--- config.mk ---
export PLATFORM = sky130hd
export DESIGN_NAME = sensor_access_arbiter_flat
export DESIGN_NICKNAME = d
export VERILOG_FILES = /design/src/rtl/sensor_access_arbiter_if.sv /design/src/rtl/sensor_access_arbiter.sv /design/src/flat_wrapper.sv
export SDC_FILE = /design/constraint.sdc
export NUM_CORES = 1
export LEC_CHECK = 0
export BUFFER_PORTS_ARGS = -buffer_cell sky130_fd_sc_hd__buf_2
export CAP_MARGIN = 20
export CORE_MARGIN = 2
export CORE_UTILIZATION = 57
export DETAILED_ROUTE_END_ITERATION = 8
export PLACE_DENSITY = 0.83
export SYNTH_ARGS = -nofsm -noshare
export SYNTH_HDL_FRONTEND = slang
export SYNTH_SLANG_ARGS = --single-unit
--- constraint.sdc ---
create_clock -name clock -period 6.6 [get_ports clock]
set_clock_uncertainty 0.1 [all_clocks]
set_input_delay 0.33 -clock clock [delete_from_list [all_inputs] [get_ports clock]]
set_output_delay 0.33 -clock clock [all_outputs]
set_load 0.05 [all_outputs]
--- src/rtl/sensor_access_arbiter_if.sv ---
// sensor_access_arbiter_if: requester-side and decoder-side signals of the sensor access arbiter.
// The arbiter connects through the slave modport; the environment (requesters plus decoder) uses master.
interface sensor_access_arbiter_if #(
   parameter int unsigned NUM_REQ = 4
);
   // requester side
   logic [NUM_REQ-1:0]   req_valid;
   logic [8*NUM_REQ-1:0] req_command;
   logic [5*NUM_REQ-1:0] req_device;
   logic [NUM_REQ-1:0]   req_ready;
   logic                 rsp_valid;
   logic [2:0]           rsp_id;
   logic [7:0]           rsp_code;
   logic [7:0]           rsp_data;
   // decoder side
   logic                 dec_enable;
   logic [7:0]           dec_request;
   logic [31:0]          dec_device_selector;
   logic [7:0]           dec_response;
   logic [7:0]           dec_response_code;
   logic                 dec_finished;

   modport slave (
      input  req_valid, req_command, req_device,
      output req_ready, rsp_valid, rsp_id, rsp_code, rsp_data,
      output dec_enable, dec_request, dec_device_selector,
      input  dec_response, dec_response_code, dec_finished
   );

   modport master (
      output req_valid, req_command, req_device,
      input  req_ready, rsp_valid, rsp_id, rsp_code, rsp_data,
      input  dec_enable, dec_request, dec_device_selector,
      output dec_response, dec_response_code, dec_finished
   );
endinterface

--- src/rtl/sensor_access_arbiter.sv ---
// sensor_access_arbiter: round-robin sharing of the single sensor decoder between NUM_REQ requesters.
// Sequences the decoder enable/finished handshake, enforces a MIN_GAP idle window between decoder
// transactions, times out a hung decoder after TIMEOUT cycles and tags each response with the requester id.
// Optional feature macro: SENSOR_MONITOR_EN (local subscribe/unsubscribe commands 0x03..0x06 and
// periodic internal polls); without it every command is forwarded to the decoder verbatim.
module sensor_access_arbiter #(
   parameter int unsigned NUM_REQ        = 4,
   parameter int unsigned NUM_DEVICES    = 1,
   parameter int unsigned MIN_GAP        = 50000000,
   parameter int unsigned TIMEOUT        = 150000000,
   parameter int unsigned MONITOR_PERIOD = 100000000
) (
   input  logic                  clock,
   input  logic                  reset,
   sensor_access_arbiter_if.slave bus
);
   typedef enum logic [2:0] {S_IDLE, S_ISSUE, S_WAIT, S_DELIVER, S_GUARD} state_t;

   localparam logic [31:0] GAP_LAST  = (MIN_GAP > 0) ? 32'(MIN_GAP - 1) : 32'd0;
   localparam logic [31:0] WAIT_LAST = (TIMEOUT > 0) ? 32'(TIMEOUT - 1) : 32'd0;
   localparam logic [31:0] CNT_MAX   = '1;
   localparam logic [2:0]  LAST_REQ  = 3'(NUM_REQ - 1);

   state_t             state_q, state_d;
   logic [7:0]         cmd_q, cmd_d;            // command of the transaction in flight
   logic [4:0]         dev_q, dev_d;            // device index of the transaction in flight
   logic [2:0]         grant_q, grant_d;        // last granted requester, also the response id
   logic [7:0]         code_q, code_d;
   logic [7:0]         data_q, data_d;
   logic               dec_used_q, dec_used_d;  // transaction touched the decoder -> GUARD follows
   logic [31:0]        wait_cnt_q, wait_cnt_d;
   logic [31:0]        gap_cnt_q, gap_cnt_d;
   logic [NUM_REQ-1:0] ready_q, ready_d;

   // per-requester views of the packed request buses, padded to 8 entries so a 3-bit id indexes them
   logic [7:0] req_cmd [8];
   logic [4:0] req_dev [8];

   // arbitration result for the current IDLE cycle
   logic [3:0] ext_pick;
   logic       take;
   logic       take_ext;
   logic [2:0] take_idx;
   logic [7:0] take_cmd;
   logic [4:0] take_dev;

`ifdef SENSOR_MONITOR_EN
   localparam logic [31:0] PERIOD_LAST = (MONITOR_PERIOD > 0) ? 32'(MONITOR_PERIOD - 1) : 32'd0;

   logic [7:0]  temp_sub_q, temp_sub_d;
   logic [7:0]  hum_sub_q, hum_sub_d;
   logic [7:0]  poll_pend_q, poll_pend_d;
   logic [7:0]  alt_q, alt_d;               // next poll is humidity when both bits are set
   logic [31:0] period_cnt_q [8];
   logic [31:0] period_cnt_d [8];
   logic [7:0]  poll_cmd_q [8];
   logic [7:0]  poll_cmd_d [8];
   logic [4:0]  mon_dev_q [8];
   logic [4:0]  mon_dev_d [8];
   logic [3:0]  poll_pick;
`endif

   // first set bit at or after (last + 1) mod NUM_REQ; returns {found, index}
   function automatic logic [3:0] rr_pick(input logic [NUM_REQ-1:0] pend, input logic [2:0] last);
      logic [7:0] pend8;
      logic [3:0] res;
      int         idx;
      pend8 = 8'(pend);
      res   = '0;
      for (int k = int'(NUM_REQ); k >= 1; k--) begin
         idx = (int'(last) + k) % int'(NUM_REQ);
         if (pend8[3'(idx)]) res = {1'b1, 3'(idx)};
      end
      return res;
   endfunction

   // unpack the per-requester command and device fields
   always_comb begin
      for (int i = 0; i < 8; i++) begin
         req_cmd[i] = '0;
         req_dev[i] = '0;
      end
      for (int i = 0; i < int'(NUM_REQ); i++) begin
         req_cmd[i] = bus.req_command[8*i +: 8];
         req_dev[i] = bus.req_device[5*i +: 5];
      end
   end

   // round-robin choice: external requests first, internal polls only when no request is pending
   always_comb begin
      ext_pick = rr_pick(bus.req_valid, grant_q);
      take     = ext_pick[3];
      take_ext = ext_pick[3];
      take_idx = ext_pick[2:0];
      take_cmd = req_cmd[ext_pick[2:0]];
      take_dev = req_dev[ext_pick[2:0]];
`ifdef SENSOR_MONITOR_EN
      poll_pick = rr_pick(poll_pend_q[NUM_REQ-1:0], grant_q);
      if (!ext_pick[3] && poll_pick[3]) begin
         take     = 1'b1;
         take_ext = 1'b0;
         take_idx = poll_pick[2:0];
         take_cmd = poll_cmd_q[poll_pick[2:0]];
         take_dev = mon_dev_q[poll_pick[2:0]];
      end
`endif
   end

   // state register and datapath flops
   // NOTE: non-blocking assignments so every flop samples pre-edge values regardless of statement order.
   always_ff @(posedge clock) begin
      if (reset) begin
         state_q    <= S_IDLE;
         cmd_q      <= '0;
         dev_q      <= '0;
         grant_q    <= LAST_REQ;
         code_q     <= '0;
         data_q     <= '0;
         dec_used_q <= 1'b0;
         wait_cnt_q <= '0;
         gap_cnt_q  <= '0;
         ready_q    <= '0;
`ifdef SENSOR_MONITOR_EN
         temp_sub_q  <= '0;
         hum_sub_q   <= '0;
         poll_pend_q <= '0;
         alt_q       <= '0;
         // NOTE: these small tables are reset on purpose: a subscription or pending poll must not survive reset.
         for (int i = 0; i < 8; i++) begin
            period_cnt_q[i] <= '0;
            poll_cmd_q[i]   <= '0;
            mon_dev_q[i]    <= '0;
         end
`endif
      end else begin
         state_q    <= state_d;
         cmd_q      <= cmd_d;
         dev_q      <= dev_d;
         grant_q    <= grant_d;
         code_q     <= code_d;
         data_q     <= data_d;
         dec_used_q <= dec_used_d;
         wait_cnt_q <= wait_cnt_d;
         gap_cnt_q  <= gap_cnt_d;
         ready_q    <= ready_d;
`ifdef SENSOR_MONITOR_EN
         temp_sub_q  <= temp_sub_d;
         hum_sub_q   <= hum_sub_d;
         poll_pend_q <= poll_pend_d;
         alt_q       <= alt_d;
         for (int i = 0; i < 8; i++) begin
            period_cnt_q[i] <= period_cnt_d[i];
            poll_cmd_q[i]   <= poll_cmd_d[i];
            mon_dev_q[i]    <= mon_dev_d[i];
         end
`endif
      end
   end

   // next-state and datapath update
   // NOTE: every _d starts as a copy of its _q, so no branch can leave a variable unassigned and infer a latch.
   always_comb begin
      state_d    = state_q;
      cmd_d      = cmd_q;
      dev_d      = dev_q;
      grant_d    = grant_q;
      code_d     = code_q;
      data_d     = data_q;
      dec_used_d = dec_used_q;
      wait_cnt_d = wait_cnt_q;
      gap_cnt_d  = gap_cnt_q;
      ready_d    = '0;
`ifdef SENSOR_MONITOR_EN
      temp_sub_d   = temp_sub_q;
      hum_sub_d    = hum_sub_q;
      poll_pend_d  = poll_pend_q;
      alt_d        = alt_q;
      period_cnt_d = period_cnt_q;
      poll_cmd_d   = poll_cmd_q;
      mon_dev_d    = mon_dev_q;
`endif

      case (state_q)
         S_IDLE: begin
            if (take) begin
               grant_d = take_idx;
               cmd_d   = take_cmd;
               dev_d   = take_dev;
               if (take_ext) ready_d = NUM_REQ'(1) << take_idx;
`ifdef SENSOR_MONITOR_EN
               if (!take_ext) poll_pend_d[take_idx] = 1'b0;
               if (take_ext && (take_cmd inside {8'h03, 8'h04, 8'h05, 8'h06})) begin
                  state_d    = S_DELIVER;
                  dec_used_d = 1'b0;
                  data_d     = 8'hCA;
                  case (take_cmd)
                     8'h03: begin
                        temp_sub_d[take_idx] = 1'b1;
                        mon_dev_d[take_idx]  = take_dev;
                        code_d               = 8'h15;
                     end
                     8'h04: begin
                        hum_sub_d[take_idx] = 1'b1;
                        mon_dev_d[take_idx] = take_dev;
                        code_d              = 8'h16;
                     end
                     8'h05: begin
                        if (!temp_sub_q[take_idx]) data_d = 8'hEA;
                        temp_sub_d[take_idx] = 1'b0;
                        code_d               = 8'h17;
                     end
                     default: begin
                        if (!hum_sub_q[take_idx]) data_d = 8'hEA;
                        hum_sub_d[take_idx] = 1'b0;
                        code_d              = 8'h18;
                     end
                  endcase
               end else
`endif
               if (32'(take_dev) >= NUM_DEVICES) begin
                  // unknown device: answer locally, the decoder never sees it
                  state_d    = S_DELIVER;
                  dec_used_d = 1'b0;
                  code_d     = 8'hED;
                  data_d     = 8'hED;
               end else begin
                  state_d    = S_ISSUE;
                  dec_used_d = 1'b1;
               end
            end
         end
         S_ISSUE: begin
            state_d    = S_WAIT;
            wait_cnt_d = '0;
         end
         S_WAIT: begin
            // a finish in the timeout cycle takes priority over the timeout
            if (bus.dec_finished) begin
               state_d = S_DELIVER;
               code_d  = bus.dec_response_code;
               data_d  = bus.dec_response;
            end else if (wait_cnt_q >= WAIT_LAST) begin
               state_d = S_DELIVER;
               code_d  = 8'hEF;
               data_d  = 8'hEE;
            end else if (wait_cnt_q != CNT_MAX) begin
               wait_cnt_d = wait_cnt_q + 32'd1;
            end
         end
         S_DELIVER: begin
            if (dec_used_q) begin
               state_d   = S_GUARD;
               gap_cnt_d = '0;
            end else begin
               state_d = S_IDLE;
            end
         end
         S_GUARD: begin
            if (gap_cnt_q >= GAP_LAST) state_d = S_IDLE;
            else if (gap_cnt_q != CNT_MAX) gap_cnt_d = gap_cnt_q + 32'd1;
         end
         default: state_d = S_IDLE;
      endcase

`ifdef SENSOR_MONITOR_EN
      // per-requester poll timers run only while a subscription bit is set
      for (int i = 0; i < int'(NUM_REQ); i++) begin
         if (!(temp_sub_d[i] || hum_sub_d[i])) begin
            period_cnt_d[i] = '0;
            poll_pend_d[i]  = 1'b0;
         end else if (period_cnt_q[i] >= PERIOD_LAST) begin
            period_cnt_d[i] = '0;
            if (!poll_pend_q[i]) begin
               poll_pend_d[i] = 1'b1;
               if (temp_sub_d[i] && hum_sub_d[i]) begin
                  poll_cmd_d[i] = alt_q[i] ? 8'h02 : 8'h01;
                  alt_d[i]      = ~alt_q[i];
               end else begin
                  poll_cmd_d[i] = temp_sub_d[i] ? 8'h01 : 8'h02;
               end
            end
         end else begin
            period_cnt_d[i] = period_cnt_q[i] + 32'd1;
         end
      end
`endif
   end

   // Moore outputs decoded from the registered state
   always_comb begin
      bus.req_ready           = ready_q;
      bus.rsp_valid           = (state_q == S_DELIVER);
      bus.rsp_id              = (state_q == S_DELIVER) ? grant_q : 3'd0;
      bus.rsp_code            = (state_q == S_DELIVER) ? code_q : 8'd0;
      bus.rsp_data            = (state_q == S_DELIVER) ? data_q : 8'd0;
      bus.dec_enable          = (state_q == S_WAIT);
      bus.dec_request         = (state_q == S_ISSUE || state_q == S_WAIT) ? cmd_q : 8'd0;
      bus.dec_device_selector = (state_q == S_ISSUE || state_q == S_WAIT) ? (32'd1 << dev_q) : 32'd0;
   end
endmodule

--- src/flat_wrapper.sv ---
// flat-port wrapper written by rule: the top's interface ports become plain ports
module sensor_access_arbiter_flat 
#(
   parameter int unsigned NUM_REQ        = 4,
   parameter int unsigned NUM_DEVICES    = 1,
   parameter int unsigned MIN_GAP        = 50000000,
   parameter int unsigned TIMEOUT        = 150000000,
   parameter int unsigned MONITOR_PERIOD = 100000000
)
  (clock, reset, bus_req_valid, bus_req_command, bus_req_device, bus_req_ready, bus_rsp_valid, bus_rsp_id, bus_rsp_code, bus_rsp_data, bus_dec_enable, bus_dec_request, bus_dec_device_selector, bus_dec_response, bus_dec_response_code, bus_dec_finished);
  sensor_access_arbiter_if #(.NUM_REQ(NUM_REQ)) bus_i ();
  input  logic clock;
  input  logic reset;
  input wire logic [$bits(bus_i.req_valid)-1:0] bus_req_valid;
  input wire logic [$bits(bus_i.req_command)-1:0] bus_req_command;
  input wire logic [$bits(bus_i.req_device)-1:0] bus_req_device;
  output wire logic [$bits(bus_i.req_ready)-1:0] bus_req_ready;
  output wire logic [$bits(bus_i.rsp_valid)-1:0] bus_rsp_valid;
  output wire logic [$bits(bus_i.rsp_id)-1:0] bus_rsp_id;
  output wire logic [$bits(bus_i.rsp_code)-1:0] bus_rsp_code;
  output wire logic [$bits(bus_i.rsp_data)-1:0] bus_rsp_data;
  output wire logic [$bits(bus_i.dec_enable)-1:0] bus_dec_enable;
  output wire logic [$bits(bus_i.dec_request)-1:0] bus_dec_request;
  output wire logic [$bits(bus_i.dec_device_selector)-1:0] bus_dec_device_selector;
  input wire logic [$bits(bus_i.dec_response)-1:0] bus_dec_response;
  input wire logic [$bits(bus_i.dec_response_code)-1:0] bus_dec_response_code;
  input wire logic [$bits(bus_i.dec_finished)-1:0] bus_dec_finished;
  assign bus_i.req_valid = bus_req_valid;
  assign bus_i.req_command = bus_req_command;
  assign bus_i.req_device = bus_req_device;
  assign bus_req_ready = bus_i.req_ready;
  assign bus_rsp_valid = bus_i.rsp_valid;
  assign bus_rsp_id = bus_i.rsp_id;
  assign bus_rsp_code = bus_i.rsp_code;
  assign bus_rsp_data = bus_i.rsp_data;
  assign bus_dec_enable = bus_i.dec_enable;
  assign bus_dec_request = bus_i.dec_request;
  assign bus_dec_device_selector = bus_i.dec_device_selector;
  assign bus_i.dec_response = bus_dec_response;
  assign bus_i.dec_response_code = bus_dec_response_code;
  assign bus_i.dec_finished = bus_dec_finished;
  sensor_access_arbiter #(.NUM_REQ(NUM_REQ), .NUM_DEVICES(NUM_DEVICES), .MIN_GAP(MIN_GAP), .TIMEOUT(TIMEOUT), .MONITOR_PERIOD(MONITOR_PERIOD)) u_core (.clock(clock), .reset(reset), .bus(bus_i));
endmodule
### Word-level counts from Yosys, hierarchy flattened

Cells that the tools add are included.

* flip-flop bits (word level): 104
* input port bits: 75
* output and inout bits: 65
* logic and storage cells: 115

* $add $sub $neg: 6
* magnitude comparators: 8
* equality and inequality tests: 16
* shift operators: 2
* multiplexer cells: 51
* bitwise gates (word level): 7
* reduce and logical (&&, ||, !) cells: 15

Operator list (count)
* 32-bit 2-to-1 mux: 7
* 32-bit one-hot mux with 2 select lines: 2
* 8-bit 2-to-1 mux: 11
* 32-bit by 1-bit adder with 32-bit output, second input constant: 2
* 32-bit != test, second input constant: 2
* 32-bit by 26-bit greater-or-equal comparator with 1-bit output, second input constant: 1
* 32-bit by 28-bit greater-or-equal comparator with 1-bit output, second input constant: 1
* 8-bit one-hot mux with 2 select lines: 2
* 1-bit by 5-bit left shift with 32-bit output, first input constant: 1
* 8-bit binary-select mux with 3-bit select: 1
* 3-bit by 5-bit less-than comparator with 1-bit output, second input constant: 4
* 3-bit 2-to-1 mux: 6
* 4-bit 2-to-1 mux: 4
* 5-bit binary-select mux with 3-bit select: 1
* 3-bit one-hot mux with 5 select lines: 1
* 1-bit binary-select mux with 3-bit select: 4
* 2-bit by 1-bit != test with 1-bit output, second input constant: 6
* 4-bit AND reduction: 3
* 5-bit 2-to-1 mux: 2
* 1-bit 2-to-1 mux: 9
* 2-bit OR reduction: 4
* 3-bit by 2-bit == test with 1-bit output, second input constant: 2
* 2-bit != test, second input constant: 3
* 2-bit nonzero test: 3
* 17 further kinds: 23

### Longest topological paths before layout

* depth in word-level cells: 18
* depth in mapped cells: 10
* depth with buffers taken out: 8

### Least setup slack after synthesis

No wires, ideal clock.

* path kind: reg-to-output
* start point: register u_core.dev_q[1]
* end point: output port bus_dec_device_selector[10]
* data arrival time: 2.434 ns
* data required time: 6.170 ns
* path slack: 3.736 ns
* cell stages (with the launch flop): 5
* buffers on the path: 1
* cell sequence: dfxtp_1 clkbuf_1 nand2_1 or2_2 nor4_1

* longest elaborated chain between the ends: 2

Ends and longest elaborated chain
* start: declaration: RTL line sensor_access_arbiter.sv:26 `logic [4:0] dev_q, dev_d;`
* start signal: assignment: RTL line sensor_access_arbiter.sv:138 `dev_q <= dev_d;`
* 1-bit by 5-bit left shift with 32-bit output: RTL line sensor_access_arbiter.sv:298 `bus.dec_device_selector = (state_q == S_ISSUE || state_q == S_WAIT) ? (32'd1 << dev_q) : 32'd0;`
* 32-bit 2-to-1 mux: RTL line sensor_access_arbiter.sv:298
* end: declaration: RTL line flat_wrapper.sv:24 `output wire logic [$bits(bus_i.dec_device_selector)-1:0] bus_dec_device_selector;`

Every way passes these cells.

### Worst setup path in the final report

* start point: register u_core.state_q[1]
* end point: register u_core.gap_cnt_q[23]

* longest elaborated chain between the ends: 3
* elaborated cells on any way between the ends: 8
* classes of those cells: 5 x eq/ne; 1 x mux; 2 x reduce/logical

Ends and longest elaborated chain
* start: declaration: RTL line sensor_access_arbiter.sv:24 `state_t state_q, state_d;`
* start signal: assignment: RTL line sensor_access_arbiter.sv:136 `state_q <= state_d;`
* 3-bit == test or 3-bit by 2-bit == test with 1-bit output (tied branches): RTL line sensor_access_arbiter.sv:183 `case (state_q)`
* 2-bit != test (no line) (tied with other cells)
* 4-bit AND reduction (no line)
* end signal: assignment: RTL line sensor_access_arbiter.sv:144 `gap_cnt_q <= gap_cnt_d;`
* end: declaration: RTL line sensor_access_arbiter.sv:32 `logic [31:0] gap_cnt_q, gap_cnt_d;`

Several ways; a longest one is shown, not always the timed one.
A chain may end at the register's enable or synchronous reset.

==> impl_metrics.py <==
metrics = {
    "global_routing": {
        "grt_pass1_wl_um": 22600,
        "antenna_found_initial": 0,
        "gr-total-overflow": 0,
        "globalRouteTotalUtil_pct": 26.7,
        "grt_pass1_vias": 5049,
        "grt_max_degree": 32,
    },
    "worst_hold_path": {
        "hold_path_class": "in -> reg",
        "min_to": "u_core.data_q[2]",
        "whs_path_depth": 2,
        "min-delay-start": "bus_dec_response[2]",
    },
    "placed_design": {
        "port_buffers": 138,
        "place.gp.congestion": 0.900,
        "post-place-ws_ps": 3300,
        "dp_hpwl_um": 9520,
    },
    "timing": {
        "min_period_ps": 3400,
        "fin_ws_ps": 3200,
        "setup-violations-final": 0,
        "tightest_slew_ps": 1040,
        "relSlewSlack_pct": 30.8,
        "period_share_pct": 51.5,
        "rsz0062_at_grt": "false",
        "fmaxAchievable_mhz": 294,
        "fin_setup_tns_ps": 0,
        "hold_viol": 0,
        "slew_viol_final": 0,
    },
    "logic_synthesis": {
        "synthDistinctLibCells": 59,
        "synth_nets": 744,
        "synth_top_cell_area_share_pct": 37.9,
        "synthFlopType": "dfxtp_1",
        "synth_edf_count": 0,
        "netlist_top_cells_area": "dfxtp_1 38%, nor2_1 7.1%, and2_1 5.1%, nand2_1 4.4%, xor2_1 3.7%",
        "synth-seq-area-share_pct": 37.9,
        "yosysTopAreaCell": "dfxtp_1",
        "synth-seq-cells": 103,
        "synth_area_um2": 5440,
        "avgSynthCellArea_um2": 8.15,
        "synthArstFlopShare_pct": 0,
        "yosys_warnings": 0,
        "syn_inst": 667,
    },
    "worst_setup_path": {
        "end_kind": "flop",
        "worstSetupPathType": "reg -> reg",
        "reg2reg_from": "u_core.state_q[1]",
        "ff2ff_path_depth": 7,
        "reg2reg_slack_ps": 3200,
        "cp.arrival_ps": 3590,
        "crit_fanout": 23,
        "cp_data_required_time_ps": 6800,
        "start_kind": "flop",
        "r2r_end": "u_core.gap_cnt_q[23]",
    },
    "routing": {
        "via_per_inst": 5.68,
        "drt_iter0_markers": 276,
        "ant_nets": 0,
        "vias": 5189,
        "dr.pass1.iters": 5,
        "drcViolationCount": 0,
        "wl_per_cell_um": 14.5,
        "finalWirelength_um": 13200,
    },
    "cts": {
        "cts_resized": 0,
        "root_buffer": "clkbuf_8",
        "cts_tree": "built",
        "postCtsSetupBuffers": 0,
        "holdBufCountCts": 0,
        "path_clk_slew_ps": 110,
        "numCtsBuffers": 9,
        "cts.path.max_buffers": 2,
        "clock_latency_ps": 360,
        "clock_sinks": 103,
        "cts.htree.levels": 3,
    },
    "final_layout": {
        "regArea_um2": 2060,
        "diodes": 0,
        "nets": 856,
        "syn_to_final_growth_pct": 17.8,
        "nFillCells": 722,
        "multi_input_area_um2": 3160,
        "drive_above_1_share_pct": 23.2,
    },
    "die": {
        "io-pin-count": 140,
        "die_y_um": 102,
        "initial_core_util_pct": 58.8,
        "core_area_um2": 9240,
        "die_area_um2": 10300,
        "dieWidth_um": 102,
        "rows": 35,
    },
    "power": {
        "leakage_uw": 0.00262,
        "irDropWorstVdd_mv": 0.114,
        "powerDensity_nw_per_um2": 220,
    },
    "run_status": {
        "outcome": "finished clean",
    },
    "run": {
        "maxCapViolations": 0,
    },
}
## cells in the final DEF (no fill, tap or decap), types with 5 or more instances in the layout
cell type	instances
and2_1	44
nor2_1	103
nand2b_1	9
xor2_1	23
nand3_1	24
nand4_1	24
a311oi_1	8
dfxtp_1	103
inv_1	9
xnor2_1	22
nor4_1	15
buf_4	5
and3_1	6
nor3_1	18
buf_2	138
nand2_1	64
a211oi_1	9
a21oi_1	25
clkbuf_8	9
or2_2	6
nor4_2	5
or4_1	6
o221a_1	11
mux2i_1	19
o21ai_1	7
and4_1	8
## worst max-delay path, cell delays in order, from the launching register on
cell and delay (ps):
dfxtp_1 490, nand2_1 150, nor2_1 730, nand2_1 200, a22oi_2 870, nand3_2 240, or4_1 470, nand2_1 90
## worst max-delay path by stage
stage	startpoint	endpoint	slack, ps	cells after the start
5_1_grt	u_core.state_q[1]	u_core.gap_cnt_q[23]	2850	7
2_1_floorplan	u_core.dev_q[1]	bus_dec_device_selector[10]	3740	4
3_3_place_gp	u_core.state_q[0]	u_core.gap_cnt_q[23]	3420	7
6_report	u_core.state_q[1]	u_core.gap_cnt_q[23]	3200	7
4_1_cts	u_core.state_q[1]	u_core.gap_cnt_q[23]	3240	7
3_5_place_dp	u_core.state_q[1]	u_core.gap_cnt_q[23]	3300	7
## state kept, by name, summed over array words and instances (netlist names)
register / cells
u_core.dec_used_q: 1
u_core.bus.req_ready: 4
u_core.cmd_q: 8
u_core.dev_q: 5
u_core.grant_q: 2
u_core.wait_cnt_q: 32
u_core.gap_cnt_q: 32
u_core.state_q: 3
u_core.code_q: 8
u_core.data_q: 8
## Yosys cell counts, types with 10 or more instances
cell      instances
dfxtp_1         103
a21oi_1          25
mux2i_1          19
xor2_1           23
nor3_1           18
clkbuf_1         30
xnor2_1          22
nor4_1           15
nand2_1          64
nand4_1          24
nand3_1          24
a211oi_1         10
nor2_1          103
o221a_1          11
and2_1           44
## metal layers
| layer | up-vias | GRT usage (%) | wire (µm) |
|---|---|---|---|
| li1 | 2580 | - | - |
| met1 | 2445 | 32.8 | 5730 |
| met2 | 143 | 47.3 | 6690 |
| met3 | 21 | 3.80 | 568 |
| met4 | 0 | 9.56 | 233 |
| met5 | - | 0 | 0 |
## layout make-up
type	instances	area share (%)
sequential	103	32.2
inverter	10	0.586
timing repair buffer	144	11.8
clock buffer	9	1.93
clock inverter	7	1.56
tap	129	2.52
multi-input combinational	511	49.4
## kinds of logic (layout without fill, tap and decap cells)
group | after synthesis | in the layout | synth area share, %
compound gates | 92 | 92 | 12.8
xor+xnor | 45 | 45 | 7.25
fa+ha+maj | 2 | 2 | 0.460
buf+inv | 53 | 170 | 4.12
flops | 103 | 103 | 37.9
mux | 19 | 19 | 3.50
other cells | 1 | 1 | 0.0690
simple gates | 352 | 352 | 33.9
## through the flow
| stage | total power (µW) | utilization, % | hold slack (ps) | instances | area (µm²) |
|---|---|---|---|---|---|
| after floorplan | 895 | - | 334 | 667 | 5440 |
| after CTS | 1410 | 69.3 | 105 | 913 | 6400 |
| after detailed placement | 973 | 66.9 | 357 | 897 | 6180 |
| after global placement | 960 | 66.6 | 344 | 896 | 6150 |
| final | 1410 | 69.3 | 115 | 913 | 6400 |
| after global routing | 1470 | 69.3 | 92.7 | 913 | 6400 |
## power by group
part / switching, µW / internal [µW] / leakage, µW
Clock: 226 / 219 / 0.000115
Sequential: 23.8 / 649 / 0.000837
Combinational: 189 / 99.5 / 0.00167
Power figures use the tool's default switching activity.
